`config.mk`:
```
export PLATFORM = sky130hd
export DESIGN_NAME = btn_pulse_cond_flat
export DESIGN_NICKNAME = d
export VERILOG_FILES = /design/src/rtl/btn_if.sv /design/src/rtl/btn_pulse_cond.sv /design/src/flat_wrapper.sv
export SDC_FILE = /design/constraint.sdc
export NUM_CORES = 1
export LEC_CHECK = 0
export CAP_MARGIN = 20
export CORE_MARGIN = 4
export CORE_UTILIZATION = 40
export CTS_BUF_LIST = sky130_fd_sc_hd__clkbuf_4
export CTS_CLUSTER_SIZE = 40
export DETAILED_ROUTE_END_ITERATION = 10
export GPL_TIMING_DRIVEN = 0
export SYNTH_ARGS = -nofsm -noshare
export SYNTH_HDL_FRONTEND = slang
export SYNTH_SLANG_ARGS = --single-unit
```
`constraint.sdc`:
```
create_clock -name clk -period 2.3 [get_ports clk]
set_clock_uncertainty 0.05 [all_clocks]
set_input_delay 0.23 -clock clk [delete_from_list [all_inputs] [get_ports clk]]
set_output_delay 0.23 -clock clk [all_outputs]
set_load 0.05 [all_outputs]
```
`src/rtl/btn_if.sv`:
```
// Button conditioning bus: raw pads in, debounced level and press/release pulses out.
interface btn_if #(
    parameter int N_BTN = 4
);
    logic [N_BTN-1:0] btn_in;
    logic [N_BTN-1:0] btn_level;
    logic [N_BTN-1:0] btn_press;
    logic [N_BTN-1:0] btn_release;
    logic             btn_any;

    modport master (
        output btn_in,
        input  btn_level,
        input  btn_press,
        input  btn_release,
        input  btn_any
    );

    modport slave (
        input  btn_in,
        output btn_level,
        output btn_press,
        output btn_release,
        output btn_any
    );
endinterface

```
`src/rtl/btn_pulse_cond.sv`:
```
// Per-lane pad synchroniser, debouncer and press/release pulse generator.
// Optional auto-repeat of press pulses while held: define AUTO_REPEAT_EN.
module btn_pulse_cond #(
    parameter int N_BTN         = 4,
    parameter int SYNC_STAGES   = 2,
    parameter int DB_CYCLES     = 1250000,
    parameter int REPEAT_DELAY  = 62500000,
    parameter int REPEAT_PERIOD = 25000000
) (
    input  logic clk,
    input  logic rst,
    btn_if.slave bus
);

    localparam int CW = $clog2(DB_CYCLES);
    localparam logic [CW-1:0] CNT_LAST = CW'(DB_CYCLES - 1);

`ifdef AUTO_REPEAT_EN
    localparam int RMAX = (REPEAT_DELAY > REPEAT_PERIOD) ? REPEAT_DELAY : REPEAT_PERIOD;
    localparam int RW   = $clog2(RMAX + 1);
    localparam logic [RW-1:0] DELAY_LAST  = RW'(REPEAT_DELAY - 1);
    localparam logic [RW-1:0] PERIOD_LAST = RW'(REPEAT_PERIOD - 1);
`endif

    if (SYNC_STAGES < 2 || DB_CYCLES < 2 || REPEAT_DELAY < 1 || REPEAT_PERIOD < 1) begin : g_bad_cfg
        $error("btn_pulse_cond: illegal parameter set");
    end

    logic [N_BTN-1:0] level_reg;
    logic [N_BTN-1:0] level_next;
    logic [N_BTN-1:0] press_reg;
    logic [N_BTN-1:0] press_next;
    logic [N_BTN-1:0] release_reg;
    logic [N_BTN-1:0] release_next;
    logic             any_reg;

    for (genvar gi = 0; gi < N_BTN; gi++) begin : g_lane
        logic [SYNC_STAGES-1:0] sync_reg;
        logic [CW-1:0]          cnt_reg;
        logic [CW-1:0]          cnt_next;
        logic                   s;
        logic                   lvl_nx;
        logic                   rise;
        logic                   fall;

        always_ff @(posedge clk) begin
            if (rst) begin
                sync_reg <= '0;
                cnt_reg  <= '0;
            end else begin
                sync_reg <= {sync_reg[SYNC_STAGES-2:0], bus.btn_in[gi]};
                cnt_reg  <= cnt_next;
            end
        end

        assign s = sync_reg[SYNC_STAGES-1];

        // Any return to the accepted level restarts the stability count.
        always_comb begin
            cnt_next = cnt_reg;
            lvl_nx   = level_reg[gi];
            if (s == level_reg[gi]) begin
                cnt_next = '0;
            end else if (cnt_reg == CNT_LAST) begin
                lvl_nx   = s;
                cnt_next = '0;
            end else begin
                cnt_next = cnt_reg + CW'(1);
            end
        end

        assign rise             = lvl_nx & ~level_reg[gi];
        assign fall             = ~lvl_nx & level_reg[gi];
        assign level_next[gi]   = lvl_nx;
        assign release_next[gi] = fall;

`ifdef AUTO_REPEAT_EN
        logic [RW-1:0] rep_cnt_reg;
        logic [RW-1:0] rep_cnt_next;
        logic          rep_first_reg;
        logic          rep_first_next;
        logic          rep_fire;

        always_ff @(posedge clk) begin
            if (rst) begin
                rep_cnt_reg   <= '0;
                rep_first_reg <= 1'b0;
            end else begin
                rep_cnt_reg   <= rep_cnt_next;
                rep_first_reg <= rep_first_next;
            end
        end

        // Repeats only fire while the level is held across the edge, so a falling edge suppresses them.
        always_comb begin
            rep_cnt_next   = rep_cnt_reg;
            rep_first_next = rep_first_reg;
            rep_fire       = 1'b0;
            if (rise) begin
                rep_cnt_next   = '0;
                rep_first_next = 1'b1;
            end else if (level_reg[gi] && lvl_nx) begin
                if (rep_cnt_reg == (rep_first_reg ? DELAY_LAST : PERIOD_LAST)) begin
                    rep_fire       = 1'b1;
                    rep_cnt_next   = '0;
                    rep_first_next = 1'b0;
                end else begin
                    rep_cnt_next = rep_cnt_reg + RW'(1);
                end
            end else begin
                rep_cnt_next   = '0;
                rep_first_next = 1'b0;
            end
        end

        assign press_next[gi] = rise | rep_fire;
`else
        assign press_next[gi] = rise;
`endif
    end

    always_ff @(posedge clk) begin
        if (rst) begin
            level_reg   <= '0;
            press_reg   <= '0;
            release_reg <= '0;
            any_reg     <= 1'b0;
        end else begin
            level_reg   <= level_next;
            press_reg   <= press_next;
            release_reg <= release_next;
            any_reg     <= |press_next;
        end
    end

    assign bus.btn_level   = level_reg;
    assign bus.btn_press   = press_reg;
    assign bus.btn_release = release_reg;
    assign bus.btn_any     = any_reg;

endmodule
```
`src/flat_wrapper.sv`:
```
// flat-port wrapper written by rule: the top's interface ports become plain ports
module btn_pulse_cond_flat 
#(
    parameter int N_BTN         = 4,
    parameter int SYNC_STAGES   = 2,
    parameter int DB_CYCLES     = 1250000,
    parameter int REPEAT_DELAY  = 62500000,
    parameter int REPEAT_PERIOD = 25000000
)
  (clk, rst, bus_btn_in, bus_btn_level, bus_btn_press, bus_btn_release, bus_btn_any);
  btn_if #(.N_BTN(N_BTN)) bus_i ();
  input  logic clk;
  input  logic rst;
  input wire logic [$bits(bus_i.btn_in)-1:0] bus_btn_in;
  output wire logic [$bits(bus_i.btn_level)-1:0] bus_btn_level;
  output wire logic [$bits(bus_i.btn_press)-1:0] bus_btn_press;
  output wire logic [$bits(bus_i.btn_release)-1:0] bus_btn_release;
  output wire logic [$bits(bus_i.btn_any)-1:0] bus_btn_any;
  assign bus_i.btn_in = bus_btn_in;
  assign bus_btn_level = bus_i.btn_level;
  assign bus_btn_press = bus_i.btn_press;
  assign bus_btn_release = bus_i.btn_release;
  assign bus_btn_any = bus_i.btn_any;
  btn_pulse_cond #(.N_BTN(N_BTN), .SYNC_STAGES(SYNC_STAGES), .DB_CYCLES(DB_CYCLES), .REPEAT_DELAY(REPEAT_DELAY), .REPEAT_PERIOD(REPEAT_PERIOD)) u_core (.clk(clk), .rst(rst), .bus(bus_i));
endmodule
```
==> flow_metrics.env, run 1 <==
export IMPL_p_switching_uw=628.8
export IMPL_detailed_place_hpwl_um=6880
export IMPL_worstPathRequired_ps=2600
export IMPL_syn_nets=545
export IMPL_critPathBufInv=2
export IMPL_ant_nets=0
export IMPL_drv_slew=0
export IMPL_clkTransAtPathRegs_ps=150
export IMPL_ys_flop_type="dfxtp_1"
export IMPL_worst_slew_pin_slew_ps=558.7
export IMPL_fp_row_count=39
export IMPL_max_slew_margin=0.6275
export IMPL_final_cell_count_no_fill=712
export IMPL_vdd_ir_drop_max_mv=0.2071
export IMPL_grt_max_degree=17
export IMPL_largest_reg_flops=84
export IMPL_top_usage_layer="met2"
export IMPL_syn_instance_count=535
export IMPL_core_area_um2=11470
export IMPL_boundaryPins=19
export IMPL_dp_cells=696
export IMPL_switching_share=0.2341
export IMPL_clockPowerShare=0.300
export IMPL_die_x_um=116.4
export IMPL_area_delta_synth_final_pct=10.11
export IMPL_final_layout_size_suffix_gt1_frac=0.06503
export IMPL_die_h_um=116.4
export IMPL_min_period_over_period=0.9619
export IMPL_p_leak_nw=1.565
export IMPL_synth_area_um2=4702
export IMPL_n_fill_cell=1140
export IMPL_gp_congestion=0.8490
export IMPL_worstPathArrival_ps=2520
export IMPL_drv_cap=0
export IMPL_drc=0
export IMPL_yosysUniqueCellTypes=44
export IMPL_critical_path_startpoint_type="register"
export IMPL_reg2reg_slack_ps=90
export IMPL_crit_chain="ha_1, and3_1, clkbuf_1, nand4_1, o21ai_0, clkbuf_1, nor2_1"
export IMPL_globalRouteMet1Util=0.1948
export IMPL_grt_pass1_wl_um=16570
export IMPL_die_area_um2=13550
export IMPL_wl_um=9595
export IMPL_finalNetCount=574
export IMPL_grt_pass1_vias=3590
export IMPL_synth_async_sr_flop_share=0
export IMPL_numCtsBuffers=9
export IMPL_finalHoldViolCount=0
export IMPL_cp_end_kind="register"
export IMPL_yosysWarnings=0
export IMPL_postSynthAreaPerCell_um2=8.789
export IMPL_htree_levels=3
export IMPL_cp_slowest_cell="clkbuf_1"
export IMPL_antenna_found_initial=0
export IMPL_routed_via_count=3829
export IMPL_vias_per_cell=5.378
export IMPL_synth_seq_cells=105
export IMPL_drtIter0Drc=229
export IMPL_cts_buffer_depth=2
export IMPL_cts_root_buffer="clkbuf_4"
export IMPL_synth_edf_count=0
export IMPL_hold_class="in -> reg"
export IMPL_path_delay_family="buffers and inverters"
export IMPL_port_buffers=18
export IMPL_setup_violations=0
export IMPL_cts_tree="built"
export IMPL_power_density_nw_per_um2=518.8
export IMPL_power_mw=2.686
export IMPL_pwr_share_comb=0.017
export IMPL_clock_sinks=105
export IMPL_cts_resized=0
export IMPL_cts_hold_buf=0
export IMPL_grt_use_total=0.1520
export IMPL_postCtsSetupBuffers=0
export IMPL_gr_usage_met3=0.03420
export IMPL_rsz0062_at_grt="yes"
export IMPL_status="finished clean"
export IMPL_clock_latency_ps=470
export IMPL_grtUsageMet2=0.2437
export IMPL_path_max_fanout=10
export IMPL_ys_seq_area_frac=0.4470
export IMPL_seqPwrFrac=0.683
export IMPL_antenna_cells=0
export IMPL_max_freq_mhz=452.0
export IMPL_detail_route_wl_per_cell_um=13.48
export IMPL_max_stage_delay_ps=470
export IMPL_fin_crit_ps=2212
export IMPL_cellInternalPower_mw=2.057
export IMPL_drtPass1Iterations=4
export IMPL_path_common_cell="clkbuf_1"
export IMPL_crit_type="reg -> reg"
export IMPL_grt_ovfl_total=0
export IMPL_initial_core_util=0.4100
==> cells by family (layout without fill, tap and decap cells) <==
logic type	after synthesis	count (layout)	synth area share
xor+xnor	52	52	0.09686
buf+inv	35	69	0.03033
flops	105	105	0.4470
compound gates	66	66	0.08142
fa+ha+maj	4	4	0.01064
simple gates	273	273	0.3337
==> power by group through the flow <==
stage                     Clock (mW)  Combinational (mW)  Sequential [mW]
after floorplan                    0              0.0253             1.87
after global placement             0              0.0458             1.87
after detailed placement           0              0.0463             1.87
after CTS                      0.848              0.0465             1.83
after global routing           0.929              0.0515             1.84
final                          0.807              0.0458             1.83
==> path summary, 6_finish.rpt <==
kind / from / to / depth (start not counted)
worst max-delay path: u_core.g_lane[0].cnt_reg[0] / u_core.g_lane[0].cnt_reg[4] / 7
worst min-delay path: bus_btn_in[0] / u_core.g_lane[0].sync_reg[0] / 2
worst max register to register: u_core.g_lane[0].cnt_reg[0] / u_core.g_lane[0].cnt_reg[4] / 7
worst min register to register: u_core.g_lane[1].sync_reg[0] / u_core.g_lane[1].sync_reg[1] / 1
==> through the flow <==
stage / setup TNS (ps) / hold WS [ps] / setup slack, ps / cell area [µm²] / util
2_1_floorplan: 0 / 308.2 / 390.4 / 4702 / -
3_3_place_gp: 0 / 366.6 / 99.88 / 5061 / 0.4414
3_5_place_dp: 0 / 375.3 / 79.42 / 5061 / 0.4414
4_1_cts: 0 / 285.8 / 53.62 / 5166 / 0.4505
5_1_grt: -2019 / 267.5 / -133.5 / 5177 / 0.4515
6_report: 0 / 291.5 / 87.55 / 5177 / 0.4515
==> placed cells by master, fill, tap and decap left out, drive strengths merged, types with 10 or more instances in the layout <==
master / n
nor4: 12
o21ai: 17
nand2: 31
and4: 13
or4: 17
and3: 10
nor2: 69
a21oi: 32
inv: 14
o31ai: 13
xor2: 23
dfxtp: 105
or3: 12
nand4: 29
xnor2: 29
clkdlybuf4s50: 18
nand3: 31
clkbuf: 25
==> synthesized netlist by cell type (all sizes together) (7+ instances only) <==
master | instances | area [µm²]
nor4b | 8 | 70.07
and4 | 13 | 113.9
nand2 | 31 | 116.4
a21oi | 32 | 160.2
nor3 | 7 | 35.03
nor4 | 12 | 90.09
xor2 | 23 | 201.4
or4 | 17 | 131.4
nand4 | 29 | 202.7
o21ai | 17 | 88.83
o31ai | 13 | 97.59
xnor2 | 29 | 254.0
nor2b | 9 | 56.30
inv | 14 | 52.55
nand3 | 31 | 177.7
and3 | 10 | 62.56
nor2 | 69 | 259.0
dfxtp | 105 | 2102
and2 | 9 | 56.30
clkbuf | 16 | 61.30
or3 | 12 | 75.07
==> worst reg2reg max path: cells and delay by family, from the launching register on <==
kind	cells	cell delay, ps
buf+inv	2	740
simple gates	3	460
flops	1	400
compound gates	1	240
fa+ha+maj	1	200
==> layer usage <==
metal  up-vias  routed length, µm  part of all wire
li1       1972                  -                 -
met1      1796               4650              0.48
met2        50               4418              0.46
met3        11                339             0.035
met4         0                186             0.019
met5         -                  0                 0
==> area by class of cell <==
type	count	area, µm²	area share
timing repair buffer	18	180.2	0.03480
tap	143	178.9	0.03456
buffer	21	93.84	0.01812
inverter	14	52.55	0.01015
clock inverter	7	37.54	0.007250
sequential	105	2102	0.4060
multi-input combinational	395	2465	0.4761
clock buffer	9	67.56	0.01305
(Power assumes the default switching activity.)
==> run 2: changes to the inputs <==
PLACE_DENSITY = 0.58   (was unset)
SLEW_MARGIN = 5   (was unset)
TNS_END_PERCENT = 1   (was unset)
==> run 2 against run 1 <==
Effect of this change: final area grew 0.87%; global-route usage grew 0.12 points; routed wire length shrank 0.22%; flip-flop and latch count is the same; combinational power is essentially flat; clock power grew 26%; via count shrank 0.10%; core utilization grew 0.39 points; largest cell class unchanged; cell count shrank 0.14%; non-clock buffer count is the same; first-iteration DRC count shrank 25%.
==> flow_metrics.env, run 2 (synthesized netlist as in run 1, its figures left out) <==
export IMPL_area_delta_synth_final_pct=11.07
export IMPL_multi_input_area_um2=2465
export IMPL_rsz0062_at_grt="yes"
export IMPL_r2r_cells=7
export IMPL_initial_core_util=0.4100
export IMPL_detailed_place_hpwl_um=6853
export IMPL_numCtsBuffers=9
export IMPL_max_stage_delay_ps=410
export IMPL_post_route_worst_setup_slack_ps=126.1
export IMPL_die_x_um=116.4
export IMPL_postCtsSetupBuffers=0
export IMPL_path_common_cell="clkbuf_1"
export IMPL_drtPass1Iterations=4
export IMPL_reg2reg_slack_ps=130
export IMPL_path_delay_family="buffers and inverters"
export IMPL_final_cell_count_no_fill=711
export IMPL_clock_latency_ps=470
export IMPL_critical_path_startpoint_type="register"
export IMPL_dp_cells=696
export IMPL_n_fill_cell=1121
export IMPL_wl_um=9574
export IMPL_min_period_over_period=0.9452
export IMPL_power_mw=2.902
export IMPL_worstPathRequired_ps=2610
export IMPL_grt_pass1_vias=3618
export IMPL_max_freq_mhz=460.0
export IMPL_placed_cell_area_um2=5061
export IMPL_grt_ovfl_total=0
export IMPL_clkTransAtPathRegs_ps=150
export IMPL_clock_sinks=105
export IMPL_finalNetCount=574
export IMPL_crit_type="reg -> reg"
export IMPL_post_route_util=0.4554
export IMPL_r2r_end="u_core.g_lane[1].cnt_reg[10]"
export IMPL_grt_max_degree=17
export IMPL_fp_row_count=39
export IMPL_setup_tns_ps=0
export IMPL_seqCellArea_um2=2102
export IMPL_drc=0
export IMPL_worst_slew_pin_slew_ps=542.4
export IMPL_gp_congestion=0.8374
export IMPL_path_depth=7
export IMPL_routed_via_count=3825
export IMPL_die_area_um2=13550
export IMPL_vias_per_cell=5.380
export IMPL_cts_root_buffer="clkbuf_4"
export IMPL_htree_levels=3
export IMPL_cp_startpoint="u_core.g_lane[1].cnt_reg[0]"
export IMPL_antenna_found_initial=0
export IMPL_hold_class="in -> reg"
export IMPL_status="finished clean"
export IMPL_grt_use_total=0.1532
export IMPL_drv_slew=0
export IMPL_fin_crit_ps=2174
export IMPL_core_area_um2=11470
export IMPL_antenna_cells=0
export IMPL_crit_chain="ha_1, and3_1, clkbuf_1, nand4_1, o21ai_1, clkbuf_1, nor2_1"
export IMPL_largest_reg_flops=84
export IMPL_place_ws_ps=78.52
export IMPL_ant_nets=0
export IMPL_critPathBufInv=2
export IMPL_drv_cap=0
export IMPL_cp_end_kind="register"
export IMPL_final_layout_size_suffix_gt1_frac=0.06514
export IMPL_max_slew_margin=0.6333
export IMPL_grt_pass1_wl_um=16640
export IMPL_crit_end="u_core.g_lane[1].cnt_reg[10]"
export IMPL_p_leak_nw=1.580
export IMPL_drtIter0Drc=171
export IMPL_cts_tree="built"
export IMPL_cts_buffer_depth=2
export IMPL_vdd_ir_drop_max_mv=0.3953
export IMPL_die_h_um=116.4
export IMPL_worstPathArrival_ps=2480
export IMPL_finalHoldViolCount=0
export IMPL_path_max_fanout=10
export IMPL_final_common_cell="dfxtp_1"
export IMPL_layout_common_cells="105 x dfxtp_1, 69 x nor2_1, 32 x a21oi_1"
export IMPL_design_area_um2=5223
export IMPL_port_buffers=18
export IMPL_setup_violations=0
export IMPL_timing_hold_ws_ps=286.8
export IMPL_power_density_nw_per_um2=555.6
export IMPL_detail_route_wl_per_cell_um=13.47
export IMPL_boundaryPins=19
export IMPL_timing_rr_start="u_core.g_lane[1].cnt_reg[0]"
export IMPL_cp_slowest_cell="dfxtp_1"
[run 2: changes by cell type in the layout (fill, tap and decap cells not counted), sizes merged]
cell,before,now
bufinv,0,2
clkinv,6,2
clkinvlp,1,2
[run 2: worst min path at each step]
stage	start	to	slack [ps]	cells after the start
floorplan	bus_btn_in[0]	u_core.g_lane[0].sync_reg[0]	310	1
global placement	u_core.g_lane[2].sync_reg[0]	u_core.g_lane[2].sync_reg[1]	370	1
detailed placement	u_core.g_lane[2].sync_reg[0]	u_core.g_lane[2].sync_reg[1]	370	1
CTS	bus_btn_in[0]	u_core.g_lane[0].sync_reg[0]	270	2
global route	bus_btn_in[0]	u_core.g_lane[0].sync_reg[0]	220	2
finish	bus_btn_in[2]	u_core.g_lane[2].sync_reg[0]	290	2
[run 2: worst reg2reg max path: cells and delay by family, from the launching register on]
| kind | cells | cell delay [ps] |
|---|---|---|
| DFF | 1 | 410 |
| adders and majority gates | 1 | 230 |
| buffers and inverters | 2 | 720 |
| AOI/OAI and AO/OA | 1 | 230 |
| and+or+nand+nor | 3 | 420 |
[run 2: what timing repair did]
action,4_1_cts,5_1_grt
hold buffers,0,0
resized for setup,0,5
setup endpoints to repair,0,41
[run 2: report_power, final]
group          total (mW)  leakage [nW]  internal, mW  switching [mW]
clock network        1.02        0.0754         0.429           0.593
logic              0.0455         0.657        0.0187          0.0268
registers            1.83         0.847          1.83         0.00558
[run 2: cell type report]
cell class / instances / area share
Buffer: 21 / 0.01773
Clock inverter: 6 / 0.01605
Timing Repair Buffer: 18 / 0.03450
Multi-Input combinational cell: 395 / 0.4720
Clock buffer: 9 / 0.01294
Inverter: 14 / 0.01006
Tap cell: 143 / 0.03426
Sequential cell: 105 / 0.4025
[run 2: layer usage]
layer | vias to the layer above | GRT usage | share of wire
li1 | 1970 | - | -
met1 | 1791 | 0.1929 | 0.48
met2 | 54 | 0.2483 | 0.46
met3 | 10 | 0.04870 | 0.039
met4 | 0 | 0.05259 | 0.016
met5 | - | 0 | 0
